**config.mk**
```make
export PLATFORM = sky130hd
export DESIGN_NAME = pc_fetch_flat
export DESIGN_NICKNAME = d
export VERILOG_FILES = /design/src/rtl/pc_fetch_if.sv /design/src/rtl/pc_fetch.sv /design/src/flat_wrapper.sv
export SDC_FILE = /design/constraint.sdc
export NUM_CORES = 1
export LEC_CHECK = 0
export BUFFER_PORTS_ARGS = -buffer_cell sky130_fd_sc_hd__buf_4
export CAP_MARGIN = 20
export CORE_MARGIN = 5
export CORE_UTILIZATION = 38
export CTS_CLUSTER_SIZE = 12
export DETAILED_ROUTE_END_ITERATION = 10
export GPL_TIMING_DRIVEN = 0
export PLACE_DENSITY_LB_ADDON = 0.08
export SLEW_MARGIN = 40
export SYNTH_ARGS = -nofsm -noshare
export SYNTH_HDL_FRONTEND = slang
export SYNTH_SLANG_ARGS = --single-unit
```
**constraint.sdc**
```tcl
create_clock -name clk -period 2.41 [get_ports clk]
set_input_delay 0.241 -clock clk [delete_from_list [all_inputs] [get_ports clk]]
set_output_delay 0.241 -clock clk [all_outputs]
set_load 0.1 [all_outputs]
```
**src/rtl/pc_fetch_if.sv**
```systemverilog
// Fetch-unit bus bundle: next-PC redirect, instruction-memory request/response, decode delivery.
// master = pc_fetch side, slave = surrounding pipeline/memory side.
interface pc_fetch_if;
  logic [31:0] npc_in;
  logic        npc_load;
  logic        imem_req_valid;
  logic        imem_req_ready;
  logic [31:0] imem_addr;
  logic        imem_rsp_valid;
  logic [31:0] imem_rsp_data;
  logic        inst_valid;
  logic        inst_ready;
  logic [31:0] inst;
  logic [31:0] inst_pc;
  logic        fetch_err;

  modport master (
    input  npc_in, npc_load, imem_req_ready, imem_rsp_valid, imem_rsp_data, inst_ready,
    output imem_req_valid, imem_addr, inst_valid, inst, inst_pc, fetch_err
  );

  modport slave (
    output npc_in, npc_load, imem_req_ready, imem_rsp_valid, imem_rsp_data, inst_ready,
    input  imem_req_valid, imem_addr, inst_valid, inst, inst_pc, fetch_err
  );
endinterface

```
**src/rtl/pc_fetch.sv**
```systemverilog
// PC register + single-outstanding imem fetch + DEPTH-entry {pc,inst} buffer; rsp->inst_valid 1 cycle,
// requests stall while buffered+outstanding words would exceed DEPTH. Option macro: PC_FETCH_ALIGN_CHK_EN.
module pc_fetch #(
  parameter logic [31:0] RESET_PC = 32'h0000_3000,
  parameter int          DEPTH    = 2
) (
  input  logic       clk,
  input  logic       reset_n,
  pc_fetch_if.master bus
);

  localparam int            CW      = $clog2(DEPTH + 1);
  localparam int            AW      = $clog2(DEPTH);
  localparam logic [CW-1:0] DEPTH_C = CW'(DEPTH);

  typedef enum logic [1:0] {REQ, WAIT, DROP} state_t;

  typedef struct packed {
    logic [31:0] pc;
    logic [31:0] inst;
  } entry_t;

  state_t        state, state_nxt;
  logic [31:0]   fetch_pc, fetch_pc_nxt;
  logic [CW-1:0] count, count_nxt;
  entry_t        fifo_q   [DEPTH];
  entry_t        fifo_nxt [DEPTH];
  logic [AW-1:0] wr_idx;
  logic          run;
  logic          err;
  logic          req_vld;
  logic          req_hs;
  logic          push;
  logic          pop;
  logic          flush;
  logic [31:0]   npc_aligned;

`ifdef PC_FETCH_ALIGN_CHK_EN
  // Sticky: once a misaligned target is seen, fetch stays parked until reset.
  logic err_q;

  always_ff @(posedge clk or negedge reset_n) begin
    if (!reset_n) begin
      err_q <= 1'b0;
    end else if (bus.npc_load && (bus.npc_in[1:0] != 2'b00)) begin
      err_q <= 1'b1;
    end
  end

  assign err = err_q;
`else
  assign err = 1'b0;
`endif

  assign npc_aligned = bus.npc_in & 32'hFFFF_FFFC;

  // The request itself reserves a buffer slot, so a response can always be pushed.
  assign req_vld = run && !err && (state == REQ) && (count < DEPTH_C);
  assign req_hs  = req_vld && bus.imem_req_ready;
  assign pop     = (count != '0) && bus.inst_ready;
  assign flush   = bus.npc_load;

  always_comb begin
    state_nxt    = state;
    fetch_pc_nxt = fetch_pc;
    push         = 1'b0;

    if (req_hs) begin
      fetch_pc_nxt = fetch_pc + 32'd4;
    end

    case (state)
      REQ: begin
        if (req_hs) begin
          state_nxt = WAIT;
        end
      end
      WAIT: begin
        if (bus.imem_rsp_valid) begin
          push      = 1'b1;
          state_nxt = REQ;
        end
      end
      DROP: begin
        if (bus.imem_rsp_valid) begin
          state_nxt = REQ;
        end
      end
      default: state_nxt = REQ;
    endcase

    // Redirect wins: any in-flight word belongs to the old path and must be discarded.
    if (bus.npc_load) begin
      fetch_pc_nxt = npc_aligned;
      push         = 1'b0;
      if (state == REQ) begin
        state_nxt = req_hs ? DROP : REQ;
      end else begin
        state_nxt = bus.imem_rsp_valid ? REQ : DROP;
      end
    end
  end

  // Shift-register buffer: entry 0 is the head, so decode outputs come straight from flops.
  always_comb begin
    for (int i = 0; i < DEPTH; i++) begin
      fifo_nxt[i] = fifo_q[i];
    end
    count_nxt = count;
    wr_idx    = count[AW-1:0] - AW'(pop);

    if (pop) begin
      for (int i = 0; i < DEPTH - 1; i++) begin
        fifo_nxt[i] = fifo_q[i + 1];
      end
      count_nxt = count - CW'(1);
    end

    if (push) begin
      fifo_nxt[wr_idx] = '{pc: fetch_pc - 32'd4, inst: bus.imem_rsp_data};
      count_nxt        = count_nxt + CW'(1);
    end

    if (flush) begin
      count_nxt = '0;
    end
  end

  always_ff @(posedge clk or negedge reset_n) begin
    if (!reset_n) begin
      state    <= REQ;
      fetch_pc <= RESET_PC;
      count    <= '0;
      run      <= 1'b0;
      for (int i = 0; i < DEPTH; i++) begin
        fifo_q[i] <= '0;
      end
    end else begin
      state    <= state_nxt;
      fetch_pc <= fetch_pc_nxt;
      count    <= count_nxt;
      run      <= 1'b1;
      for (int i = 0; i < DEPTH; i++) begin
        fifo_q[i] <= fifo_nxt[i];
      end
    end
  end

  assign bus.imem_req_valid = req_vld;
  assign bus.imem_addr      = fetch_pc;
  assign bus.inst_valid     = (count != '0);
  assign bus.inst           = fifo_q[0].inst;
  assign bus.inst_pc        = fifo_q[0].pc;
  assign bus.fetch_err      = err;

  a_no_overflow: assert property (@(posedge clk) disable iff (!reset_n)
    !(push && !pop && (count == DEPTH_C)));

endmodule

```
**src/flat_wrapper.sv**
```systemverilog
// flat-port wrapper written by rule: the top's interface ports become plain ports
module pc_fetch_flat 
#(
  parameter logic [31:0] RESET_PC = 32'h0000_3000,
  parameter int          DEPTH    = 2
)
  (clk, reset_n, bus_npc_in, bus_npc_load, bus_imem_req_ready, bus_imem_rsp_valid, bus_imem_rsp_data, bus_inst_ready, bus_imem_req_valid, bus_imem_addr, bus_inst_valid, bus_inst, bus_inst_pc, bus_fetch_err);
  pc_fetch_if bus_i ();
  input  logic clk;
  input  logic reset_n;
  input wire logic [$bits(bus_i.npc_in)-1:0] bus_npc_in;
  input wire logic [$bits(bus_i.npc_load)-1:0] bus_npc_load;
  input wire logic [$bits(bus_i.imem_req_ready)-1:0] bus_imem_req_ready;
  input wire logic [$bits(bus_i.imem_rsp_valid)-1:0] bus_imem_rsp_valid;
  input wire logic [$bits(bus_i.imem_rsp_data)-1:0] bus_imem_rsp_data;
  input wire logic [$bits(bus_i.inst_ready)-1:0] bus_inst_ready;
  output wire logic [$bits(bus_i.imem_req_valid)-1:0] bus_imem_req_valid;
  output wire logic [$bits(bus_i.imem_addr)-1:0] bus_imem_addr;
  output wire logic [$bits(bus_i.inst_valid)-1:0] bus_inst_valid;
  output wire logic [$bits(bus_i.inst)-1:0] bus_inst;
  output wire logic [$bits(bus_i.inst_pc)-1:0] bus_inst_pc;
  output wire logic [$bits(bus_i.fetch_err)-1:0] bus_fetch_err;
  assign bus_i.npc_in = bus_npc_in;
  assign bus_i.npc_load = bus_npc_load;
  assign bus_i.imem_req_ready = bus_imem_req_ready;
  assign bus_i.imem_rsp_valid = bus_imem_rsp_valid;
  assign bus_i.imem_rsp_data = bus_imem_rsp_data;
  assign bus_i.inst_ready = bus_inst_ready;
  assign bus_imem_req_valid = bus_i.imem_req_valid;
  assign bus_imem_addr = bus_i.imem_addr;
  assign bus_inst_valid = bus_i.inst_valid;
  assign bus_inst = bus_i.inst;
  assign bus_inst_pc = bus_i.inst_pc;
  assign bus_fetch_err = bus_i.fetch_err;
  pc_fetch #(.RESET_PC(RESET_PC), .DEPTH(DEPTH)) u_core (.clk(clk), .reset_n(reset_n), .bus(bus_i));
endmodule
```
======== Word-level counts from Yosys, hierarchy flattened ========
Index checks and enable logic that the tools add are counted.
word-level totals
  register bits ........................... 165
  output and inout port bits .............. 99
  logic and storage cells ................. 51
  input port bits ......................... 70
cells by class
  $lt $le $gt $ge ......................... 3
  add/subtract/negate cells ............... 5
  multiplexer cells ....................... 20
  reduce and logical (&&, ||, !) cells .... 10
  bitwise gates (word level) .............. 1
  eq/ne operators ......................... 4
operators with widths
  kind                     count
  $bwmux W128              1
  $mux W128                1
  $mux W64                 2
  $demux W64 S1            1
  $mux W32                 2
  $add A32 B3 Y32 const B  1
  $sub A32 B3 Y32 const B  1
  $mux W2                  9
  $logic_and A1 B1 Y1      5
  $pmux W2 S2              1
  $reduce_bool A2 Y1       2
  $mux W1                  3
  $ne A3 B1 Y1 const B     1
  $ne A3 B2 Y1 const B     1
  $add A2 B1 Y2 const B    1
  $eq A2 B1 Y1 const B     1
  $eq A2 B2 Y1 const B     1
  $ge A2 B2 Y1 const B     1
  $logic_not A2 Y1         1
  $lt A2 B1 Y1 const B     1
  $lt A2 B2 Y1 const B     1
  $not A1 Y2               1
  $reduce_and A2 Y1        1
  $reduce_or A2 Y1         1
  2 further kinds          2

======== Depth between registers and ports, before layout ========
Gate-level depths: netlist (run 1).
  word-level depth ........................ 10
  gate-level depth with buffers ........... 8

======== Least setup slack after synthesis (run 1) ========
No wires, ideal clock.
  path type ............................... reg2reg
  from .................................... register u_core.fetch_pc[5], in the netlist u_core.bus.imem_addr[5]
  to ...................................... register u_core.fetch_pc[29], in the netlist u_core.bus.imem_addr[29]
  path buffers ............................ 2
  stages on the path, launching flop included .. 7
  path slack .............................. -315 ps
  arrival ................................. 2643 ps
  cells stage by stage .................... dfrtp_1 buf_2 nand3_1 or4_4 buf_6 or4_1 a31oi_1
on the way
  longest elaborated chain between the ends .. 3
ends and longest elaborated chain
  element                   RTL line         source
  start: declaration        pc_fetch.sv:24   logic [31:0] fetch_pc, fetch_pc_nxt;
  start signal: assignment  pc_fetch.sv:140  fetch_pc <= fetch_pc_nxt;
  $add A32 B3 Y32           pc_fetch.sv:69   fetch_pc_nxt = fetch_pc + 32'd4;
  $mux W32                  pc_fetch.sv:68   if (req_hs) begin
  $mux W32                  pc_fetch.sv:93   if (bus.npc_load) begin
No other way between the ends. The select of a mux whose other input is x is not followed.
A chain may end at the register's enable or synchronous reset.

======== Worst setup path after layout (run 1) ========
  from .................................... register u_core.state[0]
  to ...................................... register u_core.fetch_pc[25], in the netlist u_core.bus.imem_addr[25]
on the way
  longest elaborated chain between the ends .. 5
ends and longest elaborated chain
  element                            RTL line         source
  start: declaration                 pc_fetch.sv:23   state_t state, state_nxt;
  start signal: assignment           pc_fetch.sv:139  state <= state_nxt;
  $logic_not A2 Y1                   pc_fetch.sv:58   assign req_vld = run && !err && (state == REQ) && (count < DEPTH_C);
  $logic_and A1 B1 Y1 (2 in series)  pc_fetch.sv:58
  $logic_and A1 B1 Y1                pc_fetch.sv:59   assign req_hs = req_vld && bus.imem_req_ready;
  $reduce_bool A2 Y1 (no line)       n/a
No other way between the ends.

==> results of run 1 <==
[power groups by stage]
stage          Clock [uW]  Sequential, uW  Combinational, uW
6_report             2540            4200               7580
5_1_grt              2690            4320               8050
4_1_cts              2580            4200               7570
3_5_place_dp            0            4240               7490
3_3_place_gp            0            4220               7440
2_1_floorplan           0            4420               5630
[kinds of logic after synthesis]
group,share of synthesized area
AOI/OAI and AO/OA,0.135
xor gates and xnor gates,0.0226
adders and majority gates,0.00732
buffers and inverters,0.0974
DFF,0.472
muxes,0.117
other,0.000879
and+or+nand+nor,0.147
[cell type report]
type	instances	area, sq um
Clock buffer	19	433
Clock inverter	13	106
Tap cell	280	350
Fill cell	2129	10900
Inverter	13	48.8
Timing Repair Buffer	179	1410
Buffer	132	831
Multi-Input combinational cell	535	3800
Sequential cell	161	4050
[routing by layer]
metal | share of wire | track usage
met1 | 0.47 | 0.275
met4 | 0.012 | 0.0508
met5 | 0 | 0
met3 | 0.053 | 0.0428
met2 | 0.47 | 0.296
[Yosys cell counts (11+ instances only)]
cell type,count,area [sq um]
or4_1,28,210
buf_4,68,510
nor2b_1,16,100
nand2_1,30,113
a221oi_1,15,131
o31ai_1,22,165
xnor2_1,11,96.3
clkbuf_1,44,165
a31oi_1,44,275
mux2_2,33,372
o21ai_0,49,245
inv_1,12,45.0
xor2_1,11,96.3
nand3_1,51,255
dfrtp_1,159,3980
mux2i_1,63,631
a21oi_1,44,220
buf_2,17,85.1
nor2_1,26,97.6
nand4_1,11,68.8
[sequential cells by signal, indices dropped and copies added (netlist names)]
name / cells
u_core.bus.imem_addr: 30
u_core.bus.inst: 32
u_core.bus.inst_pc: 32
u_core.count: 2
u_core.fifo_q: 62
u_core.run: 1
u_core.state: 2
[cell usage in the layout, fill, tap and decap left out, types with 5 or more instances in the layout]
cell type,Yosys,final
a21oi_1,44,44
a221oi_1,15,15
a31oi_1,44,44
and3_1,8,8
buf_2,17,11
buf_4,68,242
clkbuf_1,44,27
clkbuf_16,0,17
clkbuf_2,0,17
clkbuf_4,0,6
clkinvlp_4,0,5
dfrtp_1,159,150
dfrtp_2,0,9
dlygate4sd3_1,0,6
inv_1,12,9
mux2_2,33,33
mux2i_1,63,63
nand2_1,30,30
nand3_1,51,49
nand4_1,11,11
nand4b_1,5,5
nor2_1,26,25
nor2b_1,16,15
nor3_1,9,8
o211ai_1,7,7
o21ai_0,49,49
o31ai_1,22,17
o31ai_2,0,5
or3_1,9,9
or4_1,28,28
xnor2_1,11,10
xor2_1,11,11
[worst max-delay path, stage by stage, from the launching register on]
cell and delay [ns]:
dfrtp_1 0.41, inv_2 0.08, ha_4 0.16, nand4b_1 0.16, or4_4 0.62, buf_4 0.16, or4_1 0.47, a31oi_1 0.18
[path summary, 6_finish.rpt]
path | to | start | cells after the start | slack [ns]
setup / recovery | u_core.bus.imem_addr[25] | u_core.state[0] | 7 | 0.1
hold / removal | u_core.bus.imem_addr[6] | bus_npc_in[6] | 3 | 0.01
setup reg to reg | u_core.bus.imem_addr[25] | u_core.state[0] | 7 | 0.1
hold reg to reg | u_core.fifo_q[2] | u_core.fifo_q[2] | 1 | 0.51
max in group asynchronous | u_core.bus.imem_addr[13] | reset_n | 3 | 1.52
min in group asynchronous | u_core.bus.inst[26] | reset_n | 2 | 0.23
[timing repair]
item / 4_1_cts / 5_1_grt
setup buffers: 3 / 5
setup endpoints to repair: 132 / 134
hold endpoints to repair: 164 / 0
hold buffers: 6 / 0
resized for setup: 22 / 43
pin swaps: 1 / 3
cloned: 0 / 0
[stage by stage]
stage                      util  instances
after floorplan               -        842
after global placement    0.462       1285
after detailed placement  0.465       1287
after CTS                 0.496       1328
after global routing      0.502       1332
final                     0.502       1332
==> results.cfg, run 1 <==
[run_status]
status = complete, no violations

[clock_tree]
clkLatencyLatePin_ns = 0.43
cts_inserted_buffers = 17
clk_pin_slew_ns = 0.08
root_buffer = clkbuf_16
cts_tree = done
htreeDepth = 4
clkSinkCount = 161
cts_buffer_depth = 2

[power]
p_int_uw = 7230
power.total_uw = 14300
p_switching_uw = 7080
ir_worst_vdd_mv = 0.872
pwr-share-seq = 0.293
swShare = 0.495
power.share.clock = 0.177
powerDensity_nw_per_um2 = 1300
leakage_uw = 0.00490
p_comb_frac = 0.529

[timing]
slew_violations = 0
rsz0062_at_grt = false
setup_violations = 0
hold_ws_ns = 0.0125
worst_pin_slew_ns = 0.640
fin_ws_ns = 0.0951
finalHoldViolations = 0
fmaxAchievable_ghz = 0.432
finalSetupTns_ns = 0
post-route-period-util = 0.961
skew_ns = 0.0145
period_minus_slack_ns = 2.31
maxSlewHeadroom = 0.574

[finish]
finalNetCount = 1114
drive_gt1_frac = 0.360
area_growth_pct = 29.0
diodes = 0
fin_area_sq_um = 11000

[yosys]
async_reset_ff_frac = 1.00
synth-edff-count = 0
synth_area_sq_um = 8540
synth_cells = 840
avgSynthCellArea_sq_um = 10.2
ys_warn_count = 0
ys_seq_area_frac = 0.472
ys_ff_latch = 161
synth.distinct_cells = 51
synthFlopType = dfrtp_1

[grt]
antenna_found_initial = 0
grt_pass1_vias = 7192
grt_max_degree = 73
grt_first_pass_wirelength_mm = 39.6
grt_overflow = 0
track_usage = 0.192

[placed_design]
placed_cell_area_sq_um = 10200
dp_hpwl_mm = 17.5
post-place-ws_ns = -0.451
gp_congestion = 0.811
io_buffer_count = 163

[floorplanning]
die_area_sq_um = 25600
die_y_um = 160
die_x_um = 160
pin_count = 169
initial_core_util = 0.389
core-area_sq_um = 22000
core.rowCount = 54

[drt]
drc = 0
drtAntennaViolNets = 0
firstDrtPassIters = 5
drt-total-wl_mm = 24.4
routedWlPerCell_um = 18.3
drtIter0Drc = 399
viasPerCell = 5.32
vias = 7091

[run]
max_cap_violations = 0

[worst_setup_path]
crit_type = reg -> reg
worstPathMaxFanout = 6
startpoint_type = flop
setup.worst_path.end_class = flop
crit_required_ns = 2.76
arrival_ns = 2.67

[worst_hold_path]
min_path_type = in -> reg
Note: power is estimated with default switching activity, not from simulation.
==> run 2: changes to the inputs <==
--- a/config.mk
+++ b/config.mk
@@ -9,6 +9,7 @@
 export CAP_MARGIN = 20
 export CORE_MARGIN = 5
 export CORE_UTILIZATION = 38
+export CTS_BUF_LIST = sky130_fd_sc_hd__clkbuf_4 sky130_fd_sc_hd__clkbuf_8
 export CTS_CLUSTER_SIZE = 12
 export DETAILED_ROUTE_END_ITERATION = 10
 export GPL_TIMING_DRIVEN = 0
==> results.cfg, run 2 (synthesized netlist as in run 1, its figures left out) <==
[run_status]
status = complete, no violations

[power]
power.total_uw = 13700
powerDensity_nw_per_um2 = 1230
leakage_uw = 0.00495
ir_worst_vdd_mv = 0.866

[floorplanning]
die_x_um = 160
core-area_sq_um = 22000
die_area_sq_um = 25600
core.rowCount = 54
initial_core_util = 0.389
die_y_um = 160
pin_count = 169

[drt]
drtAntennaViolNets = 0
viasPerCell = 5.29
vias = 7210
drc = 0
drtIter0Drc = 423
firstDrtPassIters = 5
drt-total-wl_mm = 24.7
routedWlPerCell_um = 18.1

[clock_tree]
clk_pin_slew_ns = 0.11
htreeDepth = 4
root_buffer = clkbuf_8
cts_buffer_depth = 2
cts_inserted_buffers = 17
clkSinkCount = 161
cts_tree = done
clkLatencyLatePin_ns = 0.47

[grt]
antenna_found_initial = 0
grt_first_pass_wirelength_mm = 40.1
grt_max_degree = 73
track_usage = 0.194
grt_overflow = 0
grt_pass1_vias = 7251

[finish]
final_util = 0.507
drive_gt1_frac = 0.347
final_common_cell = buf_4
fillers = 2129
multiInputGateArea_sq_um = 3780
seq_area_sq_um = 4050
diodes = 0
finalNetCount = 1146
final_cell_mix = 241 x buf_4, 150 x dfrtp_1, 63 x mux2i_1
top_register = u_core.fifo_q
largest_reg_flops = 62
area_growth_pct = 30.4

[timing]
skew_ns = 0.0253
post-route-period-util = 0.949
rsz0062_at_grt = false
worst_pin_slew_ns = 0.637
setup_violations = 0
fmaxAchievable_ghz = 0.437
maxSlewHeadroom = 0.575
finalHoldViolations = 0
period_minus_slack_ns = 2.29
slew_violations = 0

[worst_setup_path]
crit_type = reg -> reg
startpoint_type = flop
worstPathMaxFanout = 6
setup.worst_path.end_class = flop
crit_required_ns = 2.78
arrival_ns = 2.66

[placed_design]
io_buffer_count = 163
gp_congestion = 0.811
dp_hpwl_mm = 17.5

[run]
max_cap_violations = 0

[worst_hold_path]
min_path_type = in -> reg
[run 2: cell types whose count changed in the layout (fill, tap and decap cells not counted), sizes merged]
cell | before | now
dlygate4sd3 | 6 | 38
[run 2: report_power, final]
part           switching [uW]  internal [uW]  total, uW
registers                 565           3630       4190
logic                    5330           2300       7620
clock network            1110            753       1860
total                    7000           6670      13700
[run 2: area by class of cell]
| cell class | instances | share of cell area |
|---|---|---|
| sequential | 161 | 0.363 |
| buffer | 132 | 0.0748 |
| tap | 280 | 0.0314 |
| inverter | 13 | 0.00438 |
| clock buffer | 19 | 0.0223 |
| multi-input combinational | 535 | 0.339 |
| clock inverter | 13 | 0.00955 |
| timing repair buffer | 211 | 0.155 |
[run 2: path summary, 6_finish.rpt]
kind	start	endpoint	slack, ns	depth (start not counted)
setup / recovery	u_core.bus.imem_addr[2]	u_core.bus.inst_pc[30]	0.12	7
hold / removal	bus_imem_rsp_data[10]	u_core.bus.inst[10]	0.03	3
setup reg to reg	u_core.bus.imem_addr[2]	u_core.bus.inst_pc[30]	0.12	7
hold reg to reg	u_core.fifo_q[2]	u_core.fifo_q[2]	0.51	1
max in group asynchronous	reset_n	u_core.bus.imem_addr[13]	1.56	3
min in group asynchronous	reset_n	u_core.bus.inst[26]	0.19	2
[run 2: metrics by stage]
step                instances  setup WS (ns)  hold WS, ns  TNS (ns)  instance area [sq um]
floorplan                 842       -0.00703      -0.0546  -0.00703                   8570
global placement         1285         -0.425        0.448    -39.06                  10100
detailed placement       1287         -0.451       0.0891    -38.64                  10200
CTS                      1361         0.0138     0.000731         0                  11000
global route             1364        0.00247       0.0106         0                  11100
finish                   1364          0.123       0.0263         0                  11100
[run 2: layer usage]
metal  part of all wire  routed length (um)  GRT usage  vias to the layer above
met2               0.47               11500      0.296                      213
met1               0.47               11600      0.279                     3498
met5                  0                   0          0                        -
met3              0.054                1340     0.0428                       19
li1                   -                   -          -                     3480
met4              0.010                 246     0.0520                        0
[run 2: what timing repair did]
item	4_1_cts	5_1_grt
hold buffers	38	0
buffers inserted	4	4
endpoints found under the hold margin	203	0
gates resized for setup	22	40
setup endpoints to repair	133	135
gates cloned	0	0
pin swaps	2	4
[run 2: critical path: stages, from the launching register on]
cell and delay [ns]:
dfrtp_2 0.47, inv_2 0.12, ha_1 0.21, nor4b_4 0.31, nand4_1 0.16, buf_4 0.18, or4_1 0.52, a31oi_1 0.20
